--- config.mk ---
export PLATFORM = sky130hd
export DESIGN_NAME = led_blink_seq
export DESIGN_NICKNAME = d
export VERILOG_FILES = /design/src/rtl/led_blink_seq_pkg.sv /design/src/rtl/led_blink_seq_tick_phase_cnt.sv /design/src/rtl/led_blink_seq.sv
export SDC_FILE = /design/constraint.sdc
export NUM_CORES = 1
export LEC_CHECK = 0
export CAP_MARGIN = 5
export CORE_AREA = 3 3 77 79
export CTS_CLUSTER_SIZE = 28
export DETAILED_ROUTE_END_ITERATION = 7
export DIE_AREA = 0 0 80 82
export DONT_BUFFER_PORTS = 1
export PLACE_DENSITY = 0.58
export SLEW_MARGIN = 20
export SYNTH_ARGS = -nofsm -noshare
export SYNTH_HDL_FRONTEND = slang
export SYNTH_SLANG_ARGS = --single-unit
export TNS_END_PERCENT = 20
--- constraint.sdc ---
create_clock -name clk -period 4.8 [get_ports clk]
set_clock_uncertainty 0.05 [all_clocks]
set_input_delay 0.48 -clock clk [delete_from_list [all_inputs] [get_ports clk]]
set_output_delay 0.48 -clock clk [all_outputs]
set_load 0.02 [all_outputs]
--- src/rtl/led_blink_seq_pkg.sv ---
// Shared encodings and the default blink half period for the LED blink sequencer.
package led_blink_seq_pkg;

  localparam int DEFAULT_HALF = 101;

  typedef enum logic [1:0] {
    MODE_OFF   = 2'b00,
    MODE_ON    = 2'b01,
    MODE_BLINK = 2'b10,
    MODE_BURST = 2'b11
  } mode_e;

  typedef enum logic [1:0] {
    ST_IDLE = 2'b00,
    ST_HIGH = 2'b01,
    ST_LOW  = 2'b10
  } state_e;

endpackage

--- src/rtl/led_blink_seq_tick_phase_cnt.sv ---
// Tick-qualified phase counter: counts tick_in pulses and flags the last tick of a phase.
module tick_phase_cnt #(
  parameter int CNT_W = 9
) (
  input  logic             clk,
  input  logic             reset,
  input  logic             clear,
  input  logic             tick_in,
  input  logic [CNT_W-1:0] limit,
  output logic             term
);

  logic [CNT_W-1:0] cnt_q, cnt_d;

  assign term = tick_in && (cnt_q == (limit - CNT_W'(1)));

  always_comb begin
    cnt_d = cnt_q;
    if (clear) begin
      cnt_d = '0;
    end else if (tick_in) begin
      cnt_d = term ? '0 : cnt_q + CNT_W'(1);
    end
  end

  always_ff @(posedge clk or posedge reset) begin
    if (reset) begin
      cnt_q <= '0;
    end else begin
      cnt_q <= cnt_d;
    end
  end

endmodule

--- src/rtl/led_blink_seq.sv ---
// LED driver: off / on / continuous blink / N-pulse burst, paced by a slow tick enable.
module led_blink_seq #(
  parameter int CNT_W        = 9,
  parameter int BURST_W      = 4,
  parameter int DEFAULT_HALF = led_blink_seq_pkg::DEFAULT_HALF
) (
  input  logic               clk,
  input  logic               reset,
  input  logic               tick_in,
  input  logic               start,
  input  logic               stop,
  input  logic [1:0]         mode,
  input  logic [CNT_W-1:0]   half_period,
  input  logic [BURST_W-1:0] burst_count,
  output logic               light_out,
  output logic               busy,
  output logic               done
);

  import led_blink_seq_pkg::*;

  state_e             state_q, state_d;
  mode_e              mode_q, mode_d;
  logic [CNT_W-1:0]   hp_q, hp_d;
  logic [BURST_W-1:0] burst_left_q, burst_left_d;
  logic               light_q, light_d;
  logic               busy_q, busy_d;
  logic               done_q, done_d;
  logic               term;
  logic               cnt_clear;

  // Counter is held at zero while idle, so a tick coincident with start is not counted.
  assign cnt_clear = stop || (state_q == ST_IDLE);

  tick_phase_cnt #(.CNT_W(CNT_W)) u_phase_cnt (
    .clk     (clk),
    .reset   (reset),
    .clear   (cnt_clear),
    .tick_in (tick_in),
    .limit   (hp_q),
    .term    (term)
  );

  always_comb begin
    state_d      = state_q;
    mode_d       = mode_q;
    hp_d         = hp_q;
    burst_left_d = burst_left_q;
    light_d      = light_q;
    busy_d       = busy_q;
    done_d       = 1'b0;
    if (stop) begin
      state_d = ST_IDLE;
      busy_d  = 1'b0;
      light_d = 1'b0;
    end else begin
      case (state_q)
        ST_IDLE: begin
          light_d = (mode == MODE_ON);
          busy_d  = 1'b0;
          if (start && (mode == MODE_BLINK || mode == MODE_BURST)) begin
            hp_d         = (half_period == '0) ? CNT_W'(DEFAULT_HALF) : half_period;
            mode_d       = mode_e'(mode);
            burst_left_d = (burst_count == '0) ? BURST_W'(1) : burst_count;
            light_d      = 1'b1;
            busy_d       = 1'b1;
            state_d      = ST_HIGH;
          end
        end
        ST_HIGH: begin
          if (term) begin
            light_d = 1'b0;
            state_d = ST_LOW;
          end
        end
        ST_LOW: begin
          if (term) begin
            if (mode_q == MODE_BURST && burst_left_q == BURST_W'(1)) begin
              state_d = ST_IDLE;
              busy_d  = 1'b0;
              done_d  = 1'b1;
              light_d = 1'b0;
            end else begin
              if (mode_q == MODE_BURST) begin
                burst_left_d = burst_left_q - BURST_W'(1);
              end
              light_d = 1'b1;
              state_d = ST_HIGH;
            end
          end
        end
        default: begin
          state_d = ST_IDLE;
          busy_d  = 1'b0;
          light_d = 1'b0;
        end
      endcase
    end
  end

  always_ff @(posedge clk or posedge reset) begin
    if (reset) begin
      state_q      <= ST_IDLE;
      mode_q       <= MODE_OFF;
      hp_q         <= '0;
      burst_left_q <= '0;
      light_q      <= 1'b0;
      busy_q       <= 1'b0;
      done_q       <= 1'b0;
    end else begin
      state_q      <= state_d;
      mode_q       <= mode_d;
      hp_q         <= hp_d;
      burst_left_q <= burst_left_d;
      light_q      <= light_d;
      busy_q       <= busy_d;
      done_q       <= done_d;
    end
  end

  assign light_out = light_q;
  assign busy      = busy_q;
  assign done      = done_q;

endmodule

# Word-level counts from Yosys, hierarchy flattened
# Index checks and enable logic that the tools add are counted.
# Widths: inputs -> output; s select.
[word_totals]
regBits = 29
out_inout_bits = 3
wordCells = 75
[classes]
add_sub_neg = 3
n_eq_ne = 17
muxes = 31
n_bitwise = 1
reduce_logical = 15
[ops]
columns = ["op", "n"]
rows = [
  ["$mux 9", 4],
  ["$mux 4", 5],
  ["$mux 1", 14],
  ["$add 9x1->9 const B", 1],
  ["$eq 9x9->1", 1],
  ["$logic_not 9->1", 1],
  ["$ne 3x2->1 const B", 3],
  ["$reduce_and 3->1", 3],
  ["$sub 9x1->9 const B", 1],
  ["$eq 2x2->1 const B", 4],
  ["$mux 2", 4],
  ["$pmux 4 s2", 1],
  ["$ne 2x2->1 const B", 3],
  ["$pmux 1 s3", 2],
  ["$pmux 2 s3", 1],
  ["$reduce_and 6->1", 1],
  ["$eq 2x1->1 const B", 2],
  ["$eq 4x1->1 const B", 1],
  ["$logic_not 4->1", 1],
  ["$ne 2x1->1 const B", 2],
  ["$reduce_bool 2->1", 2],
  ["$sub 4x1->4 const B", 1],
  ["$logic_and 1x1->1", 3],
  ["$ne 3x3->1 const B", 1],
  ["4 further kinds", 5],
]

# Depth between registers and ports, before layout
# Gate-level depths: netlist of run 1.
[depth]
depth_word = 6
depth_mapped = 10
depth_no_buf = 9

# By module
# A second synthesis of run 1 with hierarchy kept.
[hier_totals]
hier_cells = 191
hier_area_um2 = 1860.5
[by_module_without_submodules]
columns = ["mod", "instances", "cells_each", "area_per_inst_um2", "seq_area_each_um2"]
rows = [
  ["led_blink_seq", 1, 99, 1047.3, 500.5],
  ["tick_phase_cnt", 1, 92, 813.3, 225.2],
]

# Worst setup path after synthesis of run 1
# No wires, ideal clock.
[synth_timing]
path_type = "register to register"
start = "register hp_q[0]"
end = "register light_q, in the netlist light_out"
setup_ns = 0.127
arrival_ns = 2.317
t_required_ns = 4.623
path_slack_ns = 2.306
stages_incl_launch_ff = 10
n_path_buf = 0
cell_sequence = "dfrtp_1 > inv_1 > ha_1 > nand2b_4 > nor4_1 > a31oi_1 > a2111oi_2 > and2_4 > nand2b_1 > mux2_1"
[synth_via]
elab_chain_len = 5
elab_cells_between_ends = 6
cone_classes = "add/sub: 1; eq/ne: 3; reduce/logical: 2"
[synth_rtl]
columns = ["element", "line_no", "source"]
rows = [
  ["start, declared", "led_blink_seq.sv:24", "logic [CNT_W-1:0] hp_q, hp_d;"],
  ["start signal, assigned", "led_blink_seq.sv:113", "hp_q <= hp_d;"],
  ["$sub 9x1->9 *", "led_blink_seq_tick_phase_cnt.sv:15", "assign term = tick_in && (cnt_q == (limit - CNT_W'(1)));"],
  ["$eq 9x9->1 *", "led_blink_seq_tick_phase_cnt.sv:15", ""],
  ["$logic_and 1x1->1 *", "led_blink_seq_tick_phase_cnt.sv:15", ""],
  ["$ne 3x2->1 (no line)", "--", ""],
  ["$reduce_and 2->1 (no line) *", "--", ""],
  ["end signal, assigned", "led_blink_seq.sv:115", "light_q <= light_d;"],
  ["end, declared", "led_blink_seq.sv:26", "logic light_q, light_d;"],
]
# Every way passes the cells marked *; elsewhere a longest branch is shown, timed or not.
# A chain may end at the register's enable or synchronous reset.

# Worst setup path after layout of run 1
# Same ends and word-level chain as after synthesis.

==> results of run 1 <==
==> state kept, by name (all words and copies together) (netlist names) <==
register,cells
hp_q,9
busy,1
light_out,1
u_phase_cnt.cnt_q,9
burst_left_q,4
mode_q,2
state_q,2
done,1
==> final timing paths <==
kind / cells after the start / to
min in group clk: 1 / state_q[1]$_DFFE_PP0P_
max: 9 / light_out$_DFFE_PP0P_
min: 2 / burst_left_q[3]$_DFFE_PP0P_
max reg2reg: 9 / light_out$_DFFE_PP0P_
min reg2reg: 1 / mode_q[1]$_DFFE_PP0P_
max in group asynchronous: 2 / hp_q[6]$_DFFE_PP0P_
==> cell usage after synthesis, types with 2 or more instances <==
library cell / count
clkbuf_1: 5
mux2_2: 4
o22a_1: 3
nor3_1: 8
and2b_2: 2
nand2b_1: 7
a31oi_1: 3
o21ai_1: 5
a211oi_1: 5
o31ai_1: 2
o311ai_1: 2
nor2_1: 16
nand2_1: 16
a311oi_1: 2
o21ai_0: 13
mux2i_1: 2
a21oi_1: 7
nand3b_1: 2
dfrtp_1: 29
ha_1: 4
nor4_1: 2
nand3_1: 9
xnor2_1: 2
inv_1: 9
xor2_1: 7
==> cell type report <==
| class | instances | area [um^2] | share of cell area, % |
|---|---|---|---|
| inverters | 9 | 33.8 | 1.70 |
| clock buffers | 7 | 86.3 | 4.36 |
| well taps | 72 | 90.1 | 4.55 |
| repair buffers | 2 | 15.0 | 0.758 |
| multi-input cells | 152 | 1030 | 52.0 |
| flip-flops and latches | 29 | 726 | 36.6 |
==> metal layers <==
metal	GRT usage, %	routed length (um)
met1	16.5	1770
met2	22.6	1930
met3	3.73	181
met4	5.07	24
met5	0	0
==> power groups by stage <==
stage / Clock (mW) / Combinational [mW] / Sequential, mW
after floorplan: 0 / 0.129 / 0.314
after CTS: 0.208 / 0.154 / 0.322
after global placement: 0 / 0.150 / 0.326
final: 0.202 / 0.151 / 0.321
after detailed placement: 0 / 0.153 / 0.326
after global routing: 0.222 / 0.172 / 0.328
==> cells in the final DEF (no fill, tap or decap), drive strengths merged, types with 2 or more instances in the layout <==
cell type,count
a211oi,6
a21oi,7
a311oi,2
a31oi,3
and2,2
and2b,2
and4,2
buf,2
clkbuf,7
dfrtp,29
ha,4
inv,9
mux2,5
mux2i,2
nand2,17
nand2b,8
nand3,9
nand3b,2
nor2,16
nor3,10
nor4,3
o21ai,18
o22a,4
o311ai,2
o31ai,2
or2,2
xnor2,2
xor2,7
==> through the flow <==
step	worst slack, ns	area, um^2	utilization [%]
final	1.96	1980	36.7
after global routing	1.70	1980	36.7
after CTS	1.92	1980	36.7
after detailed placement	1.93	1900	35.1
after global placement	2.04	1900	35.1
after floorplan	2.31	1830	-
==> cell families after synthesis <==
family | synth area share [%]
compound gates | 20.4
xor+xnor | 4.30
fa+ha+maj | 2.73
buf+inv | 4.23
flops | 39.6
mux | 4.16
simple gates | 24.6
==> impl_metrics.env, run 1 <==
export IMPL_irDropWorstVdd_mv=0.165
export IMPL_synth_top_cell_area_share_pct=39.6
export IMPL_critical_path_startpoint="hp_q[0]$_DFFE_PP0P_"
export IMPL_grt_pass1_vias=1443
export IMPL_required_ns=4.91
export IMPL_yosys_register_bits=29
export IMPL_synth_area_leaders="dfrtp_1 40%, o21ai_0 3.5%, xor2_1 3.3%"
export IMPL_hpwl_mm=2.99
export IMPL_setup_viol=0
export IMPL_cts_num_sinks=29
export IMPL_net_switching_power_mw=0.212
export IMPL_critPathMaxFanout=13
export IMPL_avgSynthCellArea_um2=9.31
export IMPL_worst_slew_pin_transition_ns=0.909
export IMPL_hold_buffers=0
export IMPL_drcViolationCount=0
export IMPL_ys_types=56
export IMPL_drv_slew=0
export IMPL_wirelength_mm=3.91
export IMPL_ys_seq_area_share_pct=39.6
export IMPL_drtIter0Drc=82
export IMPL_p_int_mw=0.462
export IMPL_synth_area_leader_cell="dfrtp_1"
export IMPL_min_period_over_period_pct=59.3
export IMPL_p_total_mw=0.675
export IMPL_grt_setup_unrepaired="false"
export IMPL_crit_family="simple AND/OR/NAND/NOR gates"
export IMPL_grt_usage_pct=13.5
export IMPL_root_buffer="clkbuf_8"
export IMPL_clockBufferDepth=2
export IMPL_antenna_found_initial=0
export IMPL_overflow=0
export IMPL_power_leakage_nw=0.808
export IMPL_outcome="complete, no violations"
export IMPL_r2r_slack_ns=1.96
export IMPL_hold_violations=0
export IMPL_yosys_warnings=0
export IMPL_fill_cells=568
export IMPL_clk_latency_ns=0.28
export IMPL_initial_utilization_pct=33.9
export IMPL_vias=1443
export IMPL_rows=27
export IMPL_syn2layout_area_growth_pct=8.05
export IMPL_synth_nets=221
export IMPL_worstPathArrival_ns=2.95
export IMPL_r2r_start="hp_q[0]$_DFFE_PP0P_"
export IMPL_wl_per_cell_um=14.4
export IMPL_gp_congestion=0.760
export IMPL_power_density_nw_per_um2=340
export IMPL_finalNonFillerCells=271
export IMPL_cts_max_level=2
export IMPL_netlist_instances=197
export IMPL_clk_pin_slew_ns=0.06
export IMPL_post_cts_buffers=0
export IMPL_crit_slowest_cell="a2111oi_2"
export IMPL_dp_cells=264
export IMPL_crit_buf_inv=1
export IMPL_ys_flop_type="dfrtp_1"
export IMPL_dieWidth_um=80
export IMPL_fp_coreArea_um2=5410
export IMPL_timing_slew_headroom_pct=39.0
export IMPL_start_kind="flip-flop"
export IMPL_cts_tree="done"
export IMPL_fmaxAchievable_mhz=352
export IMPL_die_area_um2=6560
export IMPL_crit_type="reg -> reg"
export IMPL_vias_per_cell=5.32
export IMPL_port_buffers=0
export IMPL_die_y_um=82
export IMPL_io_pins=23
export IMPL_drive_above_1_share_pct=13.1
export IMPL_ant_nets=0
export IMPL_swShare_pct=31.5
export IMPL_async_reset_ff_share_pct=100
export IMPL_seqPwrFrac_pct=47.6
export IMPL_grt_max_degree=30
export IMPL_holdWs_ns=0.113
export IMPL_grt_first_pass_wirelength_mm=6.79
export IMPL_nets=223
export IMPL_path_cells="inv_1 > ha_1 > nand2b_4 > nor4_1 > a31oi_1 > a2111oi_2 > and2_4 > nand2b_1 > mux2_1"
export IMPL_setup_tns_ns=0
export IMPL_cts_buffers=5
export IMPL_netlist_area_um2=1830
export IMPL_synth_edff_count=0
export IMPL_first_pass_iters=4
export IMPL_slowest_delay_ns=0.59
export IMPL_worstHoldPathType="in -> async"
export IMPL_n_antenna_cell=0
export IMPL_p_comb_share_pct=22.4
export IMPL_period_needed_ns=2.84
export IMPL_cp_end_kind="flip-flop"
export IMPL_p_clk_share_pct=30.0
export IMPL_post_cts_resized=0
export IMPL_max_cap_violations=0
Power figures use the tool's default switching activity.
==> run 2: changes to the inputs <==
PLACE_DENSITY = 0.6   (was 0.58)
clock period = 2.6 ns   (was 4.8 ns; I/O delays follow)
==> impl_metrics.env, run 2 (synthesized netlist as in run 1, its figures left out) <==
export IMPL_outcome="complete, no violations"
export IMPL_clk_latency_ns=0.28
export IMPL_port_buffers=0
export IMPL_vias_per_cell=5.32
export IMPL_setup_ws_ns=0.201
export IMPL_post_cts_buffers=0
export IMPL_grt_first_pass_wirelength_mm=6.70
export IMPL_period_needed_ns=2.40
export IMPL_fp_coreArea_um2=5410
export IMPL_vias=1483
export IMPL_overflow=0
export IMPL_wl_per_cell_um=14.3
export IMPL_nets=231
export IMPL_cts_num_sinks=29
export IMPL_clk_pin_slew_ns=0.06
export IMPL_path_cells="inv_1 > ha_1 > nand2b_4 > nor4_1 > a31oi_1 > a2111oi_2 > and2_4 > nand2b_1 > mux2_1"
export IMPL_setup_viol=0
export IMPL_wirelength_mm=4.00
export IMPL_drtIter0Drc=49
export IMPL_antenna_found_initial=0
export IMPL_holdWs_ns=0.0482
export IMPL_cp_end_kind="flip-flop"
export IMPL_rows=27
export IMPL_die_y_um=82
export IMPL_drive_above_1_share_pct=15.5
export IMPL_grt_pass1_vias=1398
export IMPL_root_buffer="clkbuf_8"
export IMPL_required_ns=2.72
export IMPL_hold_buffers=2
export IMPL_start_kind="flip-flop"
export IMPL_initial_utilization_pct=33.9
export IMPL_fin_util_pct=37.9
export IMPL_io_pins=23
export IMPL_dieWidth_um=80
export IMPL_dp_cells=270
export IMPL_first_pass_iters=4
export IMPL_grt_max_degree=30
export IMPL_hold_violations=0
export IMPL_crit_type="reg -> reg"
export IMPL_mostFrequentLayoutCell="dfrtp_1"
export IMPL_clockBufferDepth=2
export IMPL_hpwl_mm=2.97
export IMPL_n_antenna_cell=0
export IMPL_gp_congestion=0.806
export IMPL_crit_slowest_cell="dfrtp_1"
export IMPL_syn2layout_area_growth_pct=11.6
export IMPL_p_total_mw=1.26
export IMPL_die_area_um2=6560
export IMPL_cts_tree="done"
export IMPL_timing_slew_headroom_pct=50.0
export IMPL_top_regs="hp_q (9), u_phase_cnt.cnt_q (9), burst_left_q (4)"
export IMPL_max_cap_violations=0
export IMPL_worstPathArrival_ns=2.52
export IMPL_setup_tns_ns=0
export IMPL_irDropWorstVdd_mv=0.421
export IMPL_place_area_um2=1940
export IMPL_dp_slack_ns=0.160
export IMPL_critPathMaxFanout=10
export IMPL_slowest_delay_ns=0.44
export IMPL_worst_slew_pin_transition_ns=0.740
export IMPL_grt_usage_pct=13.2
export IMPL_layout_common_cells="29 x dfrtp_1, 16 x nor2_1, 16 x nand2_1, 13 x o21ai_0"
export IMPL_finalNonFillerCells=279
export IMPL_power_density_nw_per_um2=616
export IMPL_min_period_over_period_pct=92.3
export IMPL_fmaxAchievable_mhz=417
export IMPL_worstHoldPathType="in -> reg"
export IMPL_post_cts_resized=0
export IMPL_fill_cells=566
export IMPL_cts_buffers=5
export IMPL_drcViolationCount=0
export IMPL_grt_setup_unrepaired="false"
export IMPL_ant_nets=0
export IMPL_fin_area_um2=2050
export IMPL_drv_slew=0
export IMPL_power_leakage_nw=0.848
export IMPL_cts_max_level=2
## run 2: changes by cell type in the layout (fill, tap and decap cells not counted), sizes merged
cell	previous run	this run
buf	2	8
dlygate4sd3	0	2
## run 2: worst max-delay path: cells and delay by family, from the launching register on
family | cells | cell delay, ns
flops | 1 | 0.44
simple gates | 4 | 0.73
compound gates | 2 | 0.42
buf+inv | 1 | 0.09
fa+ha+maj | 1 | 0.25
mux | 1 | 0.31
## run 2: final cells by class
| class | instances | area (um^2) | share of cell area, % |
|---|---|---|---|
| Sequential cell | 29 | 726 | 35.5 |
| Timing Repair Buffer | 10 | 80.1 | 3.91 |
| Multi-Input combinational cell | 152 | 1030 | 50.4 |
| Tap cell | 72 | 90.1 | 4.40 |
| Clock buffer | 7 | 86.3 | 4.22 |
| Inverter | 9 | 33.8 | 1.65 |
## run 2: where the power goes
part	internal, mW	total (mW)	switching [mW]
registers	0.510	0.591	0.0811
clock network	0.210	0.378	0.169
logic	0.145	0.291	0.146
## run 2: worst paths after layout
path,start,to,slack [ns],cells after the start
setup / recovery,hp_q[0]$_DFFE_PP0P_,light_out$_DFFE_PP0P_,0.20,9
hold / removal,half_period[6],hp_q[6]$_DFFE_PP0P_,0.05,1
setup reg to reg,hp_q[0]$_DFFE_PP0P_,light_out$_DFFE_PP0P_,0.20,9
hold reg to reg,mode_q[1]$_DFFE_PP0P_,mode_q[1]$_DFFE_PP0P_,0.43,1
max in group asynchronous,reset,burst_left_q[3]$_DFFE_PP0P_,1.80,3
min in group asynchronous,reset,hp_q[0]$_DFFE_PP0P_,0.44,3
## run 2: per-layer routing
layer  GRT usage, %  up-vias  wire length, um
met3           3.84        7              165
met5              0        -                0
met2           20.9       22             1810
li1               -      740                -
met1           17.3      714             1960
met4           4.56        0               63
